File: src/rtl/ps2_pkg.sv
`default_nettype none
// ============================================================================
// ps2_pkg : shared PS/2 frame constants, receiver state encoding, parity helper
// Revision 1.0
// ============================================================================
package ps2_pkg;

  localparam int PS2_DATA_BITS  = 8;
  localparam int PS2_FRAME_BITS = 11;

  typedef enum logic [1:0] {
    IDLE   = 2'd0,
    DATA   = 2'd1,
    PARITY = 2'd2,
    STOP   = 2'd3
  } ps2_state_e;

  // Parity bit that makes the total number of ones in {data, parity} odd.
  function automatic logic odd_parity(input logic [PS2_DATA_BITS-1:0] data);
    return ~^data;
  endfunction

endpackage
`default_nettype wire

File: src/rtl/sync_fifo.sv
`default_nettype none
// ============================================================================
// sync_fifo : single-clock first-word-fall-through FIFO, power-of-2 depth
// Revision 1.0
// ============================================================================
module sync_fifo #(
  parameter int WIDTH = 8,
  parameter int DEPTH = 8
) (
  input  logic                       clk,
  input  logic                       rst,
  input  logic                       push,
  input  logic [WIDTH-1:0]           wr_data,
  input  logic                       pop,
  output logic [WIDTH-1:0]           rd_data,
  output logic                       full,
  output logic                       empty,
  output logic [$clog2(DEPTH+1)-1:0] count
);

  localparam int PTR_W = $clog2(DEPTH);
  localparam int CNT_W = $clog2(DEPTH+1);

  logic [WIDTH-1:0] mem_q [DEPTH];
  logic [WIDTH-1:0] mem_d [DEPTH];
  logic [PTR_W-1:0] wr_ptr_q, wr_ptr_d;
  logic [PTR_W-1:0] rd_ptr_q, rd_ptr_d;
  logic [CNT_W-1:0] count_q, count_d;
  logic             do_push, do_pop;

  assign full    = (count_q == CNT_W'(DEPTH));
  assign empty   = (count_q == '0);
  assign do_pop  = pop && !empty;
  // A full FIFO still accepts a write when the head leaves in the same cycle.
  assign do_push = push && (!full || do_pop);

  always_comb begin
    mem_d    = mem_q;
    wr_ptr_d = wr_ptr_q;
    rd_ptr_d = rd_ptr_q;
    count_d  = count_q;
    if (do_push) begin
      mem_d[wr_ptr_q] = wr_data;
      wr_ptr_d        = wr_ptr_q + PTR_W'(1);
    end
    if (do_pop) begin
      rd_ptr_d = rd_ptr_q + PTR_W'(1);
    end
    case ({do_push, do_pop})
      2'b10:   count_d = count_q + CNT_W'(1);
      2'b01:   count_d = count_q - CNT_W'(1);
      default: count_d = count_q;
    endcase
  end

  always_ff @(posedge clk) begin
    if (rst) begin
      wr_ptr_q <= '0;
      rd_ptr_q <= '0;
      count_q  <= '0;
    end else begin
      wr_ptr_q <= wr_ptr_d;
      rd_ptr_q <= rd_ptr_d;
      count_q  <= count_d;
    end
  end

  always_ff @(posedge clk) begin
    mem_q <= mem_d;
  end

  assign rd_data = empty ? '0 : mem_q[rd_ptr_q];
  assign count   = count_q;

endmodule
`default_nettype wire

File: src/rtl/ps2_rx_fifo.sv
`default_nettype none
// ============================================================================
// ps2_rx_fifo : PS/2 device-to-host receiver with filtered inputs and byte FIFO
// Revision 1.0
// ============================================================================
module ps2_rx_fifo #(
  parameter int SYNC_STAGES    = 2,
  parameter int FILTER_LEN     = 8,
  parameter int TIMEOUT_CYCLES = 50000,
  parameter int FIFO_DEPTH     = 8
) (
  input  logic                            clk,
  input  logic                            rst,
  input  logic                            ps2_clk,
  input  logic                            ps2_data,
  output logic [7:0]                      rx_data,
  output logic                            rx_valid,
  input  logic                            rx_ready,
  output logic [$clog2(FIFO_DEPTH+1)-1:0] fifo_count,
  output logic                            parity_err,
  output logic                            frame_err,
  output logic                            overflow,
  output logic [3:0]                      led
);

  import ps2_pkg::*;

  localparam int FLT_W = $clog2(FILTER_LEN+1);
  localparam int TO_W  = $clog2(TIMEOUT_CYCLES+1);

  logic [SYNC_STAGES-1:0]   clk_sync_q, clk_sync_d;
  logic [SYNC_STAGES-1:0]   data_sync_q, data_sync_d;
  logic                     clk_s, data_s;
  logic [FLT_W-1:0]         flt_cnt_q, flt_cnt_d;
  logic                     filt_q, filt_d;
  logic                     fe_q, fe_d;
  ps2_state_e               state_q, state_d;
  logic [2:0]               idx_q, idx_d;
  logic [PS2_DATA_BITS-1:0] shift_q, shift_d;
  logic                     par_q, par_d;
  logic [TO_W-1:0]          to_cnt_q, to_cnt_d;
  logic                     perr_q, perr_d;
  logic                     ferr_q, ferr_d;
  logic                     ovf_q, ovf_d;
  logic [3:0]               led_q, led_d;
  logic                     push;
  logic                     fifo_full, fifo_empty;
  logic                     push_ok;

  assign clk_s  = clk_sync_q[SYNC_STAGES-1];
  assign data_s = data_sync_q[SYNC_STAGES-1];

  // Filtered clock flips only after FILTER_LEN consecutive disagreeing samples.
  always_comb begin
    clk_sync_d  = {clk_sync_q[SYNC_STAGES-2:0], ps2_clk};
    data_sync_d = {data_sync_q[SYNC_STAGES-2:0], ps2_data};
    filt_d      = filt_q;
    flt_cnt_d   = '0;
    if (clk_s != filt_q) begin
      if (flt_cnt_q == FLT_W'(FILTER_LEN-1)) begin
        filt_d = clk_s;
      end else begin
        flt_cnt_d = flt_cnt_q + FLT_W'(1);
      end
    end
    fe_d = filt_q & ~filt_d;
  end

  always_comb begin
    state_d  = state_q;
    idx_d    = idx_q;
    shift_d  = shift_q;
    par_d    = par_q;
    to_cnt_d = to_cnt_q;
    perr_d   = 1'b0;
    ferr_d   = 1'b0;
    push     = 1'b0;

    if (state_q == IDLE || fe_q) begin
      to_cnt_d = '0;
    end else begin
      to_cnt_d = to_cnt_q + TO_W'(1);
    end

    if (fe_q) begin
      case (state_q)
        IDLE: begin
          if (!data_s) begin
            state_d = DATA;
            idx_d   = '0;
            shift_d = '0;
          end
        end
        DATA: begin
          shift_d[idx_q] = data_s;
          if (idx_q == 3'(PS2_DATA_BITS-1)) begin
            state_d = PARITY;
          end else begin
            idx_d = idx_q + 3'd1;
          end
        end
        PARITY: begin
          par_d   = data_s;
          state_d = STOP;
        end
        STOP: begin
          state_d = IDLE;
          // A missing stop bit outranks a parity failure.
          if (!data_s) begin
            ferr_d = 1'b1;
          end else if (par_q != odd_parity(shift_q)) begin
            perr_d = 1'b1;
          end else begin
            push = 1'b1;
          end
        end
        default: state_d = IDLE;
      endcase
    end else if (state_q != IDLE && to_cnt_q == TO_W'(TIMEOUT_CYCLES-1)) begin
      state_d = IDLE;
      ferr_d  = 1'b1;
    end
  end

  assign push_ok = push && (!fifo_full || (rx_ready && !fifo_empty));

  always_comb begin
    ovf_d = ovf_q | (push && !push_ok);
    led_d = push_ok ? shift_q[3:0] : led_q;
  end

  always_ff @(posedge clk) begin
    if (rst) begin
      clk_sync_q  <= '1;
      data_sync_q <= '1;
      flt_cnt_q   <= '0;
      filt_q      <= 1'b1;
      fe_q        <= 1'b0;
      state_q     <= IDLE;
      idx_q       <= '0;
      shift_q     <= '0;
      par_q       <= 1'b0;
      to_cnt_q    <= '0;
      perr_q      <= 1'b0;
      ferr_q      <= 1'b0;
      ovf_q       <= 1'b0;
      led_q       <= '0;
    end else begin
      clk_sync_q  <= clk_sync_d;
      data_sync_q <= data_sync_d;
      flt_cnt_q   <= flt_cnt_d;
      filt_q      <= filt_d;
      fe_q        <= fe_d;
      state_q     <= state_d;
      idx_q       <= idx_d;
      shift_q     <= shift_d;
      par_q       <= par_d;
      to_cnt_q    <= to_cnt_d;
      perr_q      <= perr_d;
      ferr_q      <= ferr_d;
      ovf_q       <= ovf_d;
      led_q       <= led_d;
    end
  end

  sync_fifo #(
    .WIDTH (PS2_DATA_BITS),
    .DEPTH (FIFO_DEPTH)
  ) u_fifo (
    .clk     (clk),
    .rst     (rst),
    .push    (push),
    .wr_data (shift_q),
    .pop     (rx_ready),
    .rd_data (rx_data),
    .full    (fifo_full),
    .empty   (fifo_empty),
    .count   (fifo_count)
  );

  assign rx_valid   = !fifo_empty;
  assign parity_err = perr_q;
  assign frame_err  = ferr_q;
  assign overflow   = ovf_q;
  assign led        = led_q;

endmodule
`default_nettype wire

File: config.mk
export PLATFORM = sky130hd
export DESIGN_NAME = ps2_rx_fifo
export DESIGN_NICKNAME = d
export VERILOG_FILES = /design/src/rtl/ps2_pkg.sv /design/src/rtl/sync_fifo.sv /design/src/rtl/ps2_rx_fifo.sv
export SDC_FILE = /design/constraint.sdc
export NUM_CORES = 1
export LEC_CHECK = 0
export BUFFER_PORTS_ARGS = -buffer_cell sky130_fd_sc_hd__buf_2
export CORE_ASPECT_RATIO = 0.5
export CORE_MARGIN = 5
export CORE_UTILIZATION = 30
export CTS_CLUSTER_SIZE = 24
export DETAILED_ROUTE_END_ITERATION = 8
export PLACE_DENSITY = 0.54
export SYNTH_ARGS = -nofsm -noshare
export SYNTH_HDL_FRONTEND = slang
export SYNTH_SLANG_ARGS = --single-unit
File: constraint.sdc
create_clock -name clk -period 3.2 [get_ports clk]
set_input_delay 0.64 -clock clk [delete_from_list [all_inputs] [get_ports clk]]
set_output_delay 0.64 -clock clk [all_outputs]
set_load 0.05 [all_outputs]
==> results.json <==
{
  "grt_overflow": 0,
  "synthMuxAreaShare_pct": 10.71,
  "diodes": 0,
  "power_density_mw_per_mm2": 565.9,
  "core_area_mm2": 0.01664,
  "synth_top_cell_by_area": "edfxtp_1",
  "drc": 0,
  "cts_resized": 0,
  "clkSlewWorstSetupHoldPaths_ns": 0.06,
  "final_nets": 475,
  "cp-start-kind": "flip-flop",
  "drv_slew": 0,
  "peakVddDrop_mv": 0.4039,
  "post_cts_buffers": 0,
  "cp_cell_sequence": "xnor2_1, xnor3_2, mux2i_4, ha_1, xor2_1, ha_1, a21oi_1, xor2_1, or3_1, a21oi_1",
  "critPathRequiredTime_ns": 3.54,
  "area_growth_pct": 20.50,
  "yosysSeqAreaShare_pct": 59.17,
  "clock_latency_ns": 0.41,
  "synth_simple_gate_area_share_pct": 13.95,
  "cts_tree": "built",
  "grt_util_all_layers_pct": 10.59,
  "gp_congestion": 0.7443,
  "hold_buffers": 0,
  "synth_cells": 413,
  "synth_top_family_by_area": "simple AND/OR/NAND/NOR gates",
  "layout_commonest_cell": "edfxtp_1",
  "drive_above_1_share_pct": 22.34,
  "htree_levels": 4,
  "period_share_pct": 90.24,
  "antenna_found_initial": 0,
  "worst_slack_ns": 0.3124,
  "setup_viol": 0,
  "fmax_ghz": 0.3463,
  "vias": 3173,
  "synth_area_leaders": "edfxtp_1 37%, dfxtp_1 22%, mux4_2 7.0%, nor2_1 3.9%, ha_1 3.1%",
  "die_y_um": 102.9,
  "initial_core_util_pct": 31.11,
  "yosysWarnings": 0,
  "synth_compound_area_share_pct": 5.197,
  "utilization_pct": 37.48,
  "p_leak_nw": 2.242,
  "synth.ff_latch_count": 121,
  "port_buffers": 24,
  "rsz0062_at_grt": "false",
  "synthAdderAreaFrac_pct": 3.142,
  "period_needed_ns": 2.888,
  "drt_wl_total_mm": 10.08,
  "grt_pass1_vias": 3214,
  "io_pins": 25,
  "cts.sinks": 121,
  "end_kind": "flip-flop",
  "ant_nets": 0,
  "avgSynthCellArea_um2": 12.53,
  "vias_per_cell": 4.552,
  "grt_max_degree": 39,
  "grt_first_pass_wirelength_mm": 16.50,
  "cap_violations": 0,
  "drt_first_pass_iters": 4,
  "synthArstFlopShare_pct": 0,
  "hold_start": "clk_sync_q[0]",
  "die_w_um": 195.8,
  "critPathBufInv": 0,
  "fin_tns_setup_ns": 0,
  "dieArea_mm2": 0.02014,
  "synth_edf_count": 64,
  "slowest_delay_ns": 0.51,
  "slew_headroom_pct": 55.15,
  "hp-class": "flip-flop to flip-flop",
  "criticalPathCategory": "flip-flop to flip-flop",
  "synthesis.nets": 431,
  "syn-cell-area_mm2": 0.005176,
  "place_hpwl_mm": 6.537,
  "pre_cts_ws_ns": 0.3021,
  "synth_flop_cell": "edfxtp_1",
  "final_hold_viol_count": 0,
  "crit_family": "XOR/XNOR gates",
  "drt_iter0_markers": 172,
  "numCtsBuffers": 17,
  "crit_arrival_ns": 3.22,
  "num_rows": 33,
  "crit_start": "shift_q[6]",
  "yosysUniqueCellTypes": 49,
  "fin_skew_ns": 0.01100,
  "cp_slowest_cell": "dfxtp_1",
  "status": "finished clean",
  "r2r-start": "shift_q[6]",
  "synth_top_area_share_pct": 37.13,
  "routedWlPerCell_um": 14.47,
  "clockRootBuffer": "clkbuf_16",
  "synthXorXnorAreaFrac_pct": 5.656,
  "cts_buffer_depth": 2,
  "worst_slew_pin_slew_ns": 0.6718,
  "mostFrequentLayoutCells": "64 x edfxtp_1, 57 x dfxtp_1, 54 x nor2_1",
  "crit_fanout": 10
}
==> layer usage <==
metal / GRT usage [%] / part of all wire (%) / up-vias
met5: 0 / 0 / -
met4: 4.665 / 1.4 / 0
met3: 2.677 / 2.5 / 12
met2: 17.86 / 49 / 40
met1: 13.15 / 47 / 1538
li1: - / - / 1583
==> cell families after synthesis <==
kind of cell,count (synthesis)
buffers and inverters,27
AO/OA/AOI/OAI,45
XOR/XNOR,29
multiplexers,34
AND/OR/NAND/NOR,144
adder cells (fa/ha/maj),13
flip-flops,121
==> synthesized netlist by cell type, drive strengths merged (4+ instances only) <==
cell type,instances
xnor2,15
edfxtp,64
buf,7
nor3b,4
nand3,9
ha,13
mux2i,17
dfxtp,57
mux4,16
nor2,55
a21oi,20
inv,8
nor3,8
o21ai,14
xor2,12
nand4,5
and3,6
nor2b,8
and2,4
or2,5
clkbuf,12
nand2,23
nand2b,4
==> power by group <==
group          switching, W  internal [W]  total (W)  leakage, nW
clock              0.000728       0.00116    0.00189        0.275
combinational     0.0000108    0.00000569  0.0000165        0.914
sequential       0.00000195       0.00162    0.00162         1.05
==> sequential cells by signal (all words and copies together), names as in the netlist, 4 cells and up <==
signal,cells
flt_cnt_q,4
u_fifo.mem_q,64
to_cnt_q,16
led,4
shift_q,8
u_fifo.count,4
==> worst register-to-register path, stage by stage (launching register included) <==
cell     delay [ns]
dfxtp_1        0.51
xnor2_1        0.19
xnor3_2        0.43
mux2i_4        0.38
ha_1           0.33
xor2_1         0.17
ha_1           0.16
a21oi_1        0.04
xor2_1         0.16
or3_1          0.31
a21oi_1        0.14
==> worst paths after layout <==
kind                      to  slack (ns)  depth (start not counted)
max          u_fifo.count[2]        0.31                         10
min reg2reg    clk_sync_q[1]        0.41                          1
min            clk_sync_q[1]        0.41                          1
max reg2reg  u_fifo.count[2]        0.31                         10
==> metrics by stage <==
| step | area (um^2) | cells | hold WS, ns | power [W] |
|---|---|---|---|---|
| detailed placement | 5648 | 665 | 0.3952 | 0.001673 |
| finish | 6237 | 697 | 0.4088 | 0.003530 |
| global route | 6237 | 697 | 0.4123 | 0.003642 |
| global placement | 5648 | 665 | 0.3928 | 0.001673 |
| floorplan | 5176 | 413 | 0.3895 | 0.001665 |
| CTS | 6237 | 697 | 0.4059 | 0.003575 |
==> area by class of cell <==
type | instances | area [um^2]
fill | 1611 | 10400
clock inverter | 14 | 160.2
clock buffer | 18 | 429.2
multi-input combinational | 265 | 2001
inverter | 8 | 30.03
sequential | 121 | 3063
tap | 227 | 284.0
timing repair buffer | 44 | 270.3
(Power assumes the default switching activity.)
